## src/rtl/ifu_pkg.sv

```systemverilog
// Shared definitions for the instruction fetch unit: FSM encodings, reset
// defaults, control-decoder encodings and PC helper functions.
package ifu_pkg;

    localparam logic [1:0] ST_FETCH = 2'd0;
    localparam logic [1:0] ST_EXEC  = 2'd1;
    localparam logic [1:0] ST_HALT  = 2'd2;

    localparam logic [31:0] DEFAULT_RESET_PC      = 32'h0000_3000;
    localparam int          DEFAULT_FETCH_TIMEOUT = 16;

    // Opcode and funct encodings seen by the control decoder via OP/funct.
    localparam logic [5:0] OP_RTYPE = 6'h00;
    localparam logic [5:0] OP_J     = 6'h02;
    localparam logic [5:0] OP_JAL   = 6'h03;
    localparam logic [5:0] OP_BEQ   = 6'h04;
    localparam logic [5:0] OP_BNE   = 6'h05;
    localparam logic [5:0] OP_ORI   = 6'h0D;
    localparam logic [5:0] OP_LUI   = 6'h0F;
    localparam logic [5:0] OP_LW    = 6'h23;
    localparam logic [5:0] OP_SW    = 6'h2B;

    localparam logic [5:0] FUNCT_JR   = 6'h08;
    localparam logic [5:0] FUNCT_ADDU = 6'h21;
    localparam logic [5:0] FUNCT_SUBU = 6'h23;

    typedef enum logic [1:0] {
        NPC_SEQ    = 2'd0,
        NPC_BRANCH = 2'd1,
        NPC_JUMP   = 2'd2
    } npc_sel_t;

    // Word-aligned, sign-extended branch displacement.
    function automatic logic [31:0] branch_offset(input logic [15:0] imm);
        return {{14{imm[15]}}, imm, 2'b00};
    endfunction

    function automatic logic [31:0] jump_target(input logic [31:0] pc4,
                                                input logic [25:0] index);
        return {pc4[31:28], index, 2'b00};
    endfunction

endpackage

```

## src/rtl/ifu_npc.sv

```systemverilog
// Next-PC selection: jump beats taken branch, which beats the sequential path.
module npc
    import ifu_pkg::*;
(
    input  logic [31:0] pc_plus4,
    input  logic [25:0] index,
    input  logic        Branch,
    input  logic        Zero,
    input  logic        Jump,
    output logic [31:0] next_pc
);

    npc_sel_t sel;

    always_comb begin
        sel = NPC_SEQ;
        if (!Jump)
            sel = NPC_JUMP;
        else if (Branch && Zero)
            sel = NPC_BRANCH;
    end

    always_comb begin
        next_pc = pc_plus4;
        case (sel)
            NPC_JUMP:   next_pc = jump_target(pc_plus4, index);
            NPC_BRANCH: next_pc = pc_plus4 + branch_offset(index[15:0]);
            default:    next_pc = pc_plus4;
        endcase
    end

endmodule

```

## src/rtl/ifu.sv

```systemverilog
// Instruction fetch unit: FETCH/EXEC/HALT sequencer owning the PC, the
// instruction register and the fetch-timeout watchdog.
module ifu
    import ifu_pkg::*;
#(
    parameter logic [31:0] RESET_PC      = DEFAULT_RESET_PC,
    parameter int          FETCH_TIMEOUT = DEFAULT_FETCH_TIMEOUT
) (
    input  logic        clk,
    input  logic        reset,
    output logic        imem_req,
    output logic [31:0] imem_addr,
    input  logic        imem_ack,
    input  logic [31:0] imem_rdata,
    output logic [31:0] instr,
    output logic [5:0]  OP,
    output logic [5:0]  funct,
    output logic        instr_valid,
    input  logic        stall,
    input  logic        Branch,
    input  logic        Zero,
    input  logic        Jump,
    output logic [31:0] pc,
    output logic [31:0] pc_plus4,
    output logic        fetch_err
);

    localparam int CNT_W = $clog2(FETCH_TIMEOUT + 1);
    localparam logic [CNT_W-1:0] CNT_LAST = CNT_W'(FETCH_TIMEOUT - 1);

    logic [1:0]       state;
    logic [31:0]      pc_reg;
    logic [31:0]      ir;
    logic [CNT_W-1:0] timeout_cnt;
    logic             err_reg;
    logic [31:0]      next_pc;

    assign pc_plus4 = pc_reg + 32'd4;

    npc u_npc (
        .pc_plus4 (pc_plus4),
        .index    (ir[25:0]),
        .Branch   (Branch),
        .Zero     (Zero),
        .Jump     (Jump),
        .next_pc  (next_pc)
    );

    // An ack on the last allowed FETCH cycle still wins over the timeout.
    always_ff @(posedge clk) begin
        if (reset) begin
            state       <= ST_FETCH;
            pc_reg      <= RESET_PC;
            ir          <= 32'd0;
            timeout_cnt <= '0;
            err_reg     <= 1'b0;
        end else begin
            case (state)
                ST_FETCH: begin
                    if (imem_ack) begin
                        ir    <= imem_rdata;
                        state <= ST_EXEC;
                    end else if (timeout_cnt == CNT_LAST) begin
                        state   <= ST_HALT;
                        err_reg <= 1'b1;
                    end else begin
                        timeout_cnt <= timeout_cnt + 1'b1;
                    end
                end
                ST_EXEC: begin
                    if (!stall) begin
                        pc_reg      <= next_pc;
                        timeout_cnt <= '0;
                        state       <= ST_FETCH;
                    end
                end
                ST_HALT: begin
                    state <= ST_HALT;
                end
                default: begin
                    state <= ST_HALT;
                end
            endcase
        end
    end

    assign imem_req    = (state == ST_FETCH);
    assign instr_valid = (state == ST_EXEC);
    assign imem_addr   = pc_reg;
    assign pc          = pc_reg;
    assign instr       = ir;
    assign OP          = ir[31:26];
    assign funct       = ir[5:0];
    assign fetch_err   = err_reg;

endmodule

```

## config.mk

```make
export PLATFORM = sky130hd
export DESIGN_NAME = ifu
export DESIGN_NICKNAME = d
export VERILOG_FILES = /design/src/rtl/ifu_pkg.sv /design/src/rtl/ifu_npc.sv /design/src/rtl/ifu.sv
export SDC_FILE = /design/constraint.sdc
export NUM_CORES = 1
export LEC_CHECK = 0
export BUFFER_PORTS_ARGS = -buffer_cell sky130_fd_sc_hd__buf_4
export CELL_PAD_IN_SITES_DETAIL_PLACEMENT = 0
export CELL_PAD_IN_SITES_GLOBAL_PLACEMENT = 1
export CORE_MARGIN = 2
export CORE_UTILIZATION = 39
export DETAILED_ROUTE_END_ITERATION = 12
export PLACE_DENSITY_LB_ADDON = 0.1
export SETUP_SLACK_MARGIN = 0.02
export SYNTH_ARGS = -nofsm -noshare
export SYNTH_HDL_FRONTEND = slang
export SYNTH_SLANG_ARGS = --single-unit
```

## constraint.sdc

```tcl
create_clock -name clk -period 9.5 [get_ports clk]
set_input_delay 0.95 -clock clk [delete_from_list [all_inputs] [get_ports clk]]
set_output_delay 0.95 -clock clk [all_outputs]
set_load 0.1 [all_outputs]
```

==> results of run 1 <==
[worst max-delay path: cells and delay by family, from the launching register on]
family / cells / cell delay (ps)
mux: 3 / 810
fa+ha+maj: 2 / 550
xor+xnor: 1 / 270
compound gates: 2 / 320
flops: 1 / 440
simple gates: 8 / 1810
[metrics by stage]
| stage | hold slack [ps] | worst slack, ps | area [um2] |
|---|---|---|---|
| final | 474.8 | 5204 | 6759 |
| after global routing | 490.8 | 4762 | 6759 |
| after CTS | 476.0 | 5200 | 6759 |
| after detailed placement | 458.4 | 5226 | 6437 |
| after global placement | 453.9 | 5421 | 6437 |
| after floorplan | 460.4 | 3395 | 5326 |
[cell families (layout without fill, tap and decap cells)]
kind of cell	Yosys count	count (layout)	share of synthesized area
AOI/OAI and AO/OA	184	184	0.2320
muxes	6	6	0.01155
adders and majority gates	37	37	0.08864
buffers and inverters	95	211	0.1011
DFF	70	70	0.2640
and+or+nand+nor	257	257	0.2178
xor gates and xnor gates	51	51	0.08416
other	1	6	0.0007065
[state kept, by name (all words and copies together), names as in the netlist]
signal,cells
instr,32
imem_addr,30
timeout_cnt,5
state,2
fetch_err,1
[routing by layer]
metal / up-vias / GRT usage / part of all wire / routed length (um)
li1: 2676 / - / - / -
met1: 2620 / 0.3388 / 0.46 / 8196
met2: 219 / 0.3803 / 0.45 / 7894
met3: 20 / 0.05755 / 0.076 / 1351
met4: 0 / 0.06686 / 0.013 / 225
met5: - / 0 / 0 / 0
[power by group through the flow]
stage,Sequential (mW),Combinational [mW],Clock [mW]
after floorplan,0.437,0.252,0
after global placement,0.340,0.429,0
after detailed placement,0.341,0.431,0
after CTS,0.335,0.431,0.385
after global routing,0.338,0.451,0.397
final,0.335,0.431,0.377
[final timing paths]
| check | start | end | slack (ps) | cells past startpoint |
|---|---|---|---|---|
| worst max-delay path | imem_addr[3]$_SDFFE_PP0P_ | imem_addr[31]$_SDFFE_PP0P_ | 5200 | 16 |
| worst min register to register | fetch_err$_SDFFE_PP0P_ | fetch_err$_SDFFE_PP0P_ | 470 | 2 |
| worst min-delay path | fetch_err$_SDFFE_PP0P_ | fetch_err$_SDFFE_PP0P_ | 470 | 2 |
| worst max register to register | imem_addr[3]$_SDFFE_PP0P_ | imem_addr[31]$_SDFFE_PP0P_ | 5200 | 16 |
[final cells by class]
class	count	area [um2]	share of cell area
inverter	16	60.06	0.008886
sequential	70	1401	0.2073
timing repair buffer	180	1351	0.1999
clock buffer	10	239.0	0.03536
clock inverter	5	82.58	0.01222
tap	176	220.2	0.03258
multi-input combinational	541	3405	0.5037
[layout by cell type (no fill, tap or decap), types with 16 or more instances in the layout]
cell type  Yosys  routed
xnor2_1       32      32
a211oi_1      18      18
a21oi_1       71      70
dfxtp_1       70      70
xor2_1        19      19
nand2_1      112     112
a221oi_1      23      23
ha_1          36      36
nor2_1        62      61
inv_1         16      16
buf_4         48     180
nand3_1       23      23
==> out/qor.yml, run 1 <==
synth.top_cells.by_area: "dfxtp_1 26%, ha_1 8.5%, nand2_1 7.9%"
gp_congestion: 0.9646
synth_warnings: 0
core_area_um2: 13240
clock_sinks: 70
antenna_left: 0
placedCellCount: 983
grt_pass1_vias: 5246
path_class: "flip-flop to flip-flop"
synthTopCellsByCount: "112 x nand2_1, 71 x a21oi_1, 70 x dfxtp_1"
grt_usage: 0.2448
p_leak_nw: 3.122
drc: 0
switching_share: 0.4391
crit_arrival_ps: 4530
synth_enable_flop_cells: 0
period_needed_ps: 4296
cts_max_path_buffers: 2
relSlewSlack: 0.2256
syn-cell-area_um2: 5308
grt_first_pass_wirelength_um: 28050
fill_cells: 1331
syn_area_per_cell_um2: 7.571
dieHeight_um: 120.7
fin_skew_ps: 8.176
cp.required_ps: 9740
seq_area_frac_synth: 0.2640
final.setup.tns_ps: 0
crit_path_end_kind: "flip-flop"
vdd_ir_drop_max_uv: 98.97
finalNonFillerCells: 998
hpwl_um: 12850
worstMarginPinSlew_ps: 1159
drtPass1Iterations: 5
area_growth_syn_to_layout_pct: 27.35
path_clk_slew_ps: 60
fin_nets: 894
power.internal_mw: 0.6409
initial_core_util: 0.4008
h-tree-depth: 3
fp.dieW_um: 120.7
antenna_found_initial: 0
drtIter0Drc: 397
hold_class: "flip-flop to flip-flop"
ys_ff_latch: 70
power.switching_mw: 0.5018
diodes: 0
cpMaxStageDelayCell: "dfxtp_1"
grt_max_degree: 73
drive_gt1_frac: 0.2555
placementRows: 42
seqPwrFrac: 0.293
finalCritPeriodShare: 0.4522
post_cts_buffers: 0
gr-total-overflow: 0
hold_viol_final: 0
rsz0062_at_grt: "no"
async_reset_ff_frac: 0
cap_viol_max_count: 0
fmax_ghz: 0.2328
crit_chain: "ha_1 > and3_1 > nand3_1 > nor2_1 > and3_1 > xor2_1 > ha_1 > nand4_1 > nor3_1 > nand4_1 > a21oi_1 > nor3_1 > a31oi_1 > mux2i_1 > mux2i_1 > mux2_2"
power.density_nw_per_um2: 169.1
cts_tree: "done"
synth_top_cell_by_area: "dfxtp_1"
cts_hold_buf: 0
max_stage_delay_ps: 440
routedWlPerCell_um: 17.70
finalSetupViolations: 0
cts_resized: 0
power_mw: 1.143
vias: 5535
cts_made_buffers: 9
wirelength_um: 17670
vias_per_cell: 5.546
status: "finished, final reports clean"
synth.distinct_cells: 59
synthFlopType: "dfxtp_1"
port_buffers: 175
cts-root-buf: "clkbuf_16"
yosysTopAreaCellShare: 0.2640
synth_most_common_cell: "nand2_1"
synth_cells: 701
power_frac_clock: 0.330
crit_fanout: 7
die_area_um2: 14560
ios: 182
finish.utilization: 0.5104
p_comb_frac: 0.377
slew_violations: 0
clk_latency_ps: 340
start_kind: "flip-flop"
Power figures use the tool's default switching activity.
==> run 2: changes to the inputs <==
--- a/config.mk
+++ b/config.mk
@@ -9,7 +9,7 @@
 export CELL_PAD_IN_SITES_DETAIL_PLACEMENT = 0
 export CELL_PAD_IN_SITES_GLOBAL_PLACEMENT = 1
 export CORE_MARGIN = 2
-export CORE_UTILIZATION = 39
+export CORE_UTILIZATION = 36
 export DETAILED_ROUTE_END_ITERATION = 12
 export PLACE_DENSITY_LB_ADDON = 0.1
 export SETUP_SLACK_MARGIN = 0.02
==> constraint.sdc (replaced) <==
create_clock -name clk -period 4.2 [get_ports clk]
set_input_delay 0.42 -clock clk [delete_from_list [all_inputs] [get_ports clk]]
set_output_delay 0.42 -clock clk [all_outputs]
set_load 0.1 [all_outputs]
==> run 2 against run 1 <==
Against the previous run:
- power up 120%
- flip-flop and latch count stayed put
- maximum frequency is 9.1% higher
- largest power group unchanged
- non-clock buffer count increased by 7
- design area grew 8.8%
- die area increased by 8.0%
- worst hold slack worse by 150 ps
- critical endpoint unchanged
- sequential power increased by 130%
- utilization down 0.27 points
- via count is 0.87% higher
- highest routed layer unchanged
- clock skew is 2.0 ps higher
- final cell count increased by 1.5%
==> out/qor.yml, run 2 (same netlist as run 1, synthesis figures left out) <==
status: "finished, final reports clean"
cts_made_buffers: 9  # unchanged
area_growth_syn_to_layout_pct: 38.50
placementRows: 44  # +4.8%
period_needed_ps: 3936  # -359.4 ps
finalSetupViolations: 0  # unchanged
cts-root-buf: "clkbuf_16"
clk_latency_ps: 340  # about the same
start_kind: "flip-flop"
rr_startpoint: "imem_addr[8]$_SDFFE_PP0P_"
hold_viol_final: 0  # unchanged
drc: 0  # unchanged
gr-total-overflow: 0  # unchanged
routedWlPerCell_um: 18.19  # +2.7%
relSlewSlack: 0.2414  # +0.01584
power.density_nw_per_um2: 337.7  # +100%
initial_core_util: 0.3666  # -0.03422
fmax_ghz: 0.2541  # +9.1%
gp_congestion: 0.9019  # -6.5%
ios: 182  # unchanged
power.switching_mw: 1.152  # +130%
dieHeight_um: 125.4  # +3.9%
cts_tree: "done"
drtIter0Drc: 288  # -27%
rr_worst_depth: 16  # unchanged
vdd_ir_drop_max_uv: 289.7  # +190%
vias_per_cell: 5.511  # -0.63%
holdPathStages: 3  # +1
cp.required_ps: 4440  # -5300 ps
diodes: 0  # unchanged
drtPass1Iterations: 4  # -1
finish.utilization: 0.5077  # -0.002702
drive_gt1_frac: 0.3402  # +0.08469
fin_skew_ps: 10.13  # +1.958 ps
worstMarginPinSlew_ps: 1135  # -23.70 ps
rsz0062_at_grt: "yes"
cts_hold_buf: 0  # unchanged
finalCritPeriodShare: 0.9372  # +0.4850
antenna_found_initial: 0  # unchanged
path_class: "flip-flop to flip-flop"
wirelength_um: 18420  # +4.3%
vias: 5583  # +0.87%
power_frac_clock: 0.287  # -0.043
post-place-ws_ps: 107.2  # -5119 ps
fp.dieW_um: 125.4  # +3.9%
fin_ws_ps: 263.8  # -4941 ps
rr_endpoint: "imem_addr[31]$_SDFFE_PP0P_"
cap_viol_max_count: 0  # unchanged
hold_class: "input port to flip-flop"
die_area_um2: 15730  # +8.0%
r2r_slack_ps: 260  # -4940 ps
placedCellCount: 997  # +1.4%
p_leak_nw: 3.336  # +6.9%
final_cell_mix: "186 x buf_4, 112 x nand2_1, 70 x a21oi_1, 57 x nor2_1, 47 x dfxtp_1"
grt_first_pass_wirelength_um: 29330  # +4.6%
slew_violations: 0  # unchanged
crit_arrival_ps: 4170  # -360 ps
clock_sinks: 70  # unchanged
final.setup.tns_ps: 0  # unchanged
grt_max_degree: 73  # unchanged
grt_pass1_vias: 5284  # +0.72%
grt_usage: 0.2328  # -0.01197
antenna_left: 0  # unchanged
seqPwrFrac: 0.309  # +0.016
port_buffers: 175  # unchanged
largest_reg_flops: 32  # unchanged
hp-start: "imem_rdata[15]"
mostFrequentLayoutCell: "buf_4"
crit_fanout: 8  # +1
min_to: "instr[15]$_SDFFE_PP0P_"
power.internal_mw: 1.330  # +110%
fin_nets: 901  # +0.78%
finalNonFillerCells: 1013  # +1.5%
path_clk_slew_ps: 70  # about the same
cts_max_path_buffers: 2  # unchanged
switching_share: 0.4640  # +0.02492
hpwl_um: 13800  # +7.4%
p_comb_frac: 0.404  # +0.027
fill_cells: 1401  # +5.3%
crit_path_end_kind: "flip-flop"
core_area_um2: 14480  # +9.3%
h-tree-depth: 3  # unchanged
[run 2: cell count changes in the layout (fill, tap and decap cells not counted), moves of 3 or more]
cell and change:
dfxtp_1 -23, xnor2_1 -19, dfxtp_4 +14, xnor2_4 +11, dfxtp_2 +9, xnor2_2 +8, xor2_1 -8, xor2_4 +7
buf_4 +6, nor2_1 -4, ha_1 -3, nand3_1 -3, nor2_2 +3
[run 2: worst max-delay path, stage by stage, from the launching register on]
cell and delay (ps):
dfxtp_4 420, and4_1 260, and3_4 250, nand3_4 100
or2_4 340, nor3_4 290, xor2_4 120, ha_2 380
nand4_1 150, nor3_2 160, nand4_1 110, a21oi_1 130
nor3_1 80, a31oi_1 200, mux2i_1 230, mux2i_1 240
mux2_2 350
[run 2: layout make-up]
type,instances,area [um2],area share
clock buffers,9,225.2,0.03064
repair buffers,187,1416,0.1927
well taps,184,230.2,0.03132
multi-input cells,541,3918,0.5329
inverters,16,60.06,0.008170
clock inverters,6,36.28,0.004936
flip-flops and latches,70,1465,0.1993
[run 2: power groups by stage]
stage                     clock network (mW)  logic [mW]  registers (mW)
after floorplan                            0       0.588           0.999
after global placement                     0       0.999           0.779
after detailed placement                   0        1.00           0.782
after CTS                              0.734        1.00           0.767
after global routing                   0.764        1.05           0.774
final                                  0.712        1.00           0.768
[run 2: stage by stage]
step | total power, mW | instance area [um2] | hold slack, ps
3_5_place_dp | 1.782 | 7051 | 469.3
5_1_grt | 2.585 | 7351 | 311.2
4_1_cts | 2.504 | 7312 | 312.8
3_3_place_gp | 1.778 | 7051 | 459.9
6_report | 2.482 | 7351 | 325.9
2_1_floorplan | 1.587 | 5886 | 460.4
[run 2: worst max path at each step]
| stage | from | end | slack [ps] | cells past startpoint |
|---|---|---|---|---|
| after floorplan | imem_addr[8]$_SDFFE_PP0P_ | imem_addr[31]$_SDFFE_PP0P_ | -190 | 17 |
| after global placement | imem_addr[4]$_SDFFE_PP0P_ | imem_addr[31]$_SDFFE_PP0P_ | 240 | 17 |
| after detailed placement | imem_addr[4]$_SDFFE_PP0P_ | imem_addr[31]$_SDFFE_PP0P_ | 110 | 17 |
| after CTS | imem_addr[4]$_SDFFE_PP0P_ | imem_addr[31]$_SDFFE_PP0P_ | 90 | 17 |
| after global routing | imem_addr[4]$_SDFFE_PP0P_ | imem_addr[29]$_SDFFE_PP0P_ | 30 | 15 |
| final | imem_addr[8]$_SDFFE_PP0P_ | imem_addr[31]$_SDFFE_PP0P_ | 260 | 16 |
[run 2: repair_timing]
item / 4_1_cts / 5_1_grt
buffers inserted: 0 / 1
setup endpoints to repair: 0 / 2
resized for setup: 0 / 7
[run 2: routing by layer]
metal | track usage | up-vias | part of all wire
met3 | 0.06846 | 11 | 0.070
met2 | 0.3434 | 173 | 0.44
met4 | 0.04510 | 0 | 0.0091
met5 | 0 | - | 0
met1 | 0.3381 | 2703 | 0.49
li1 | - | 2696 | -
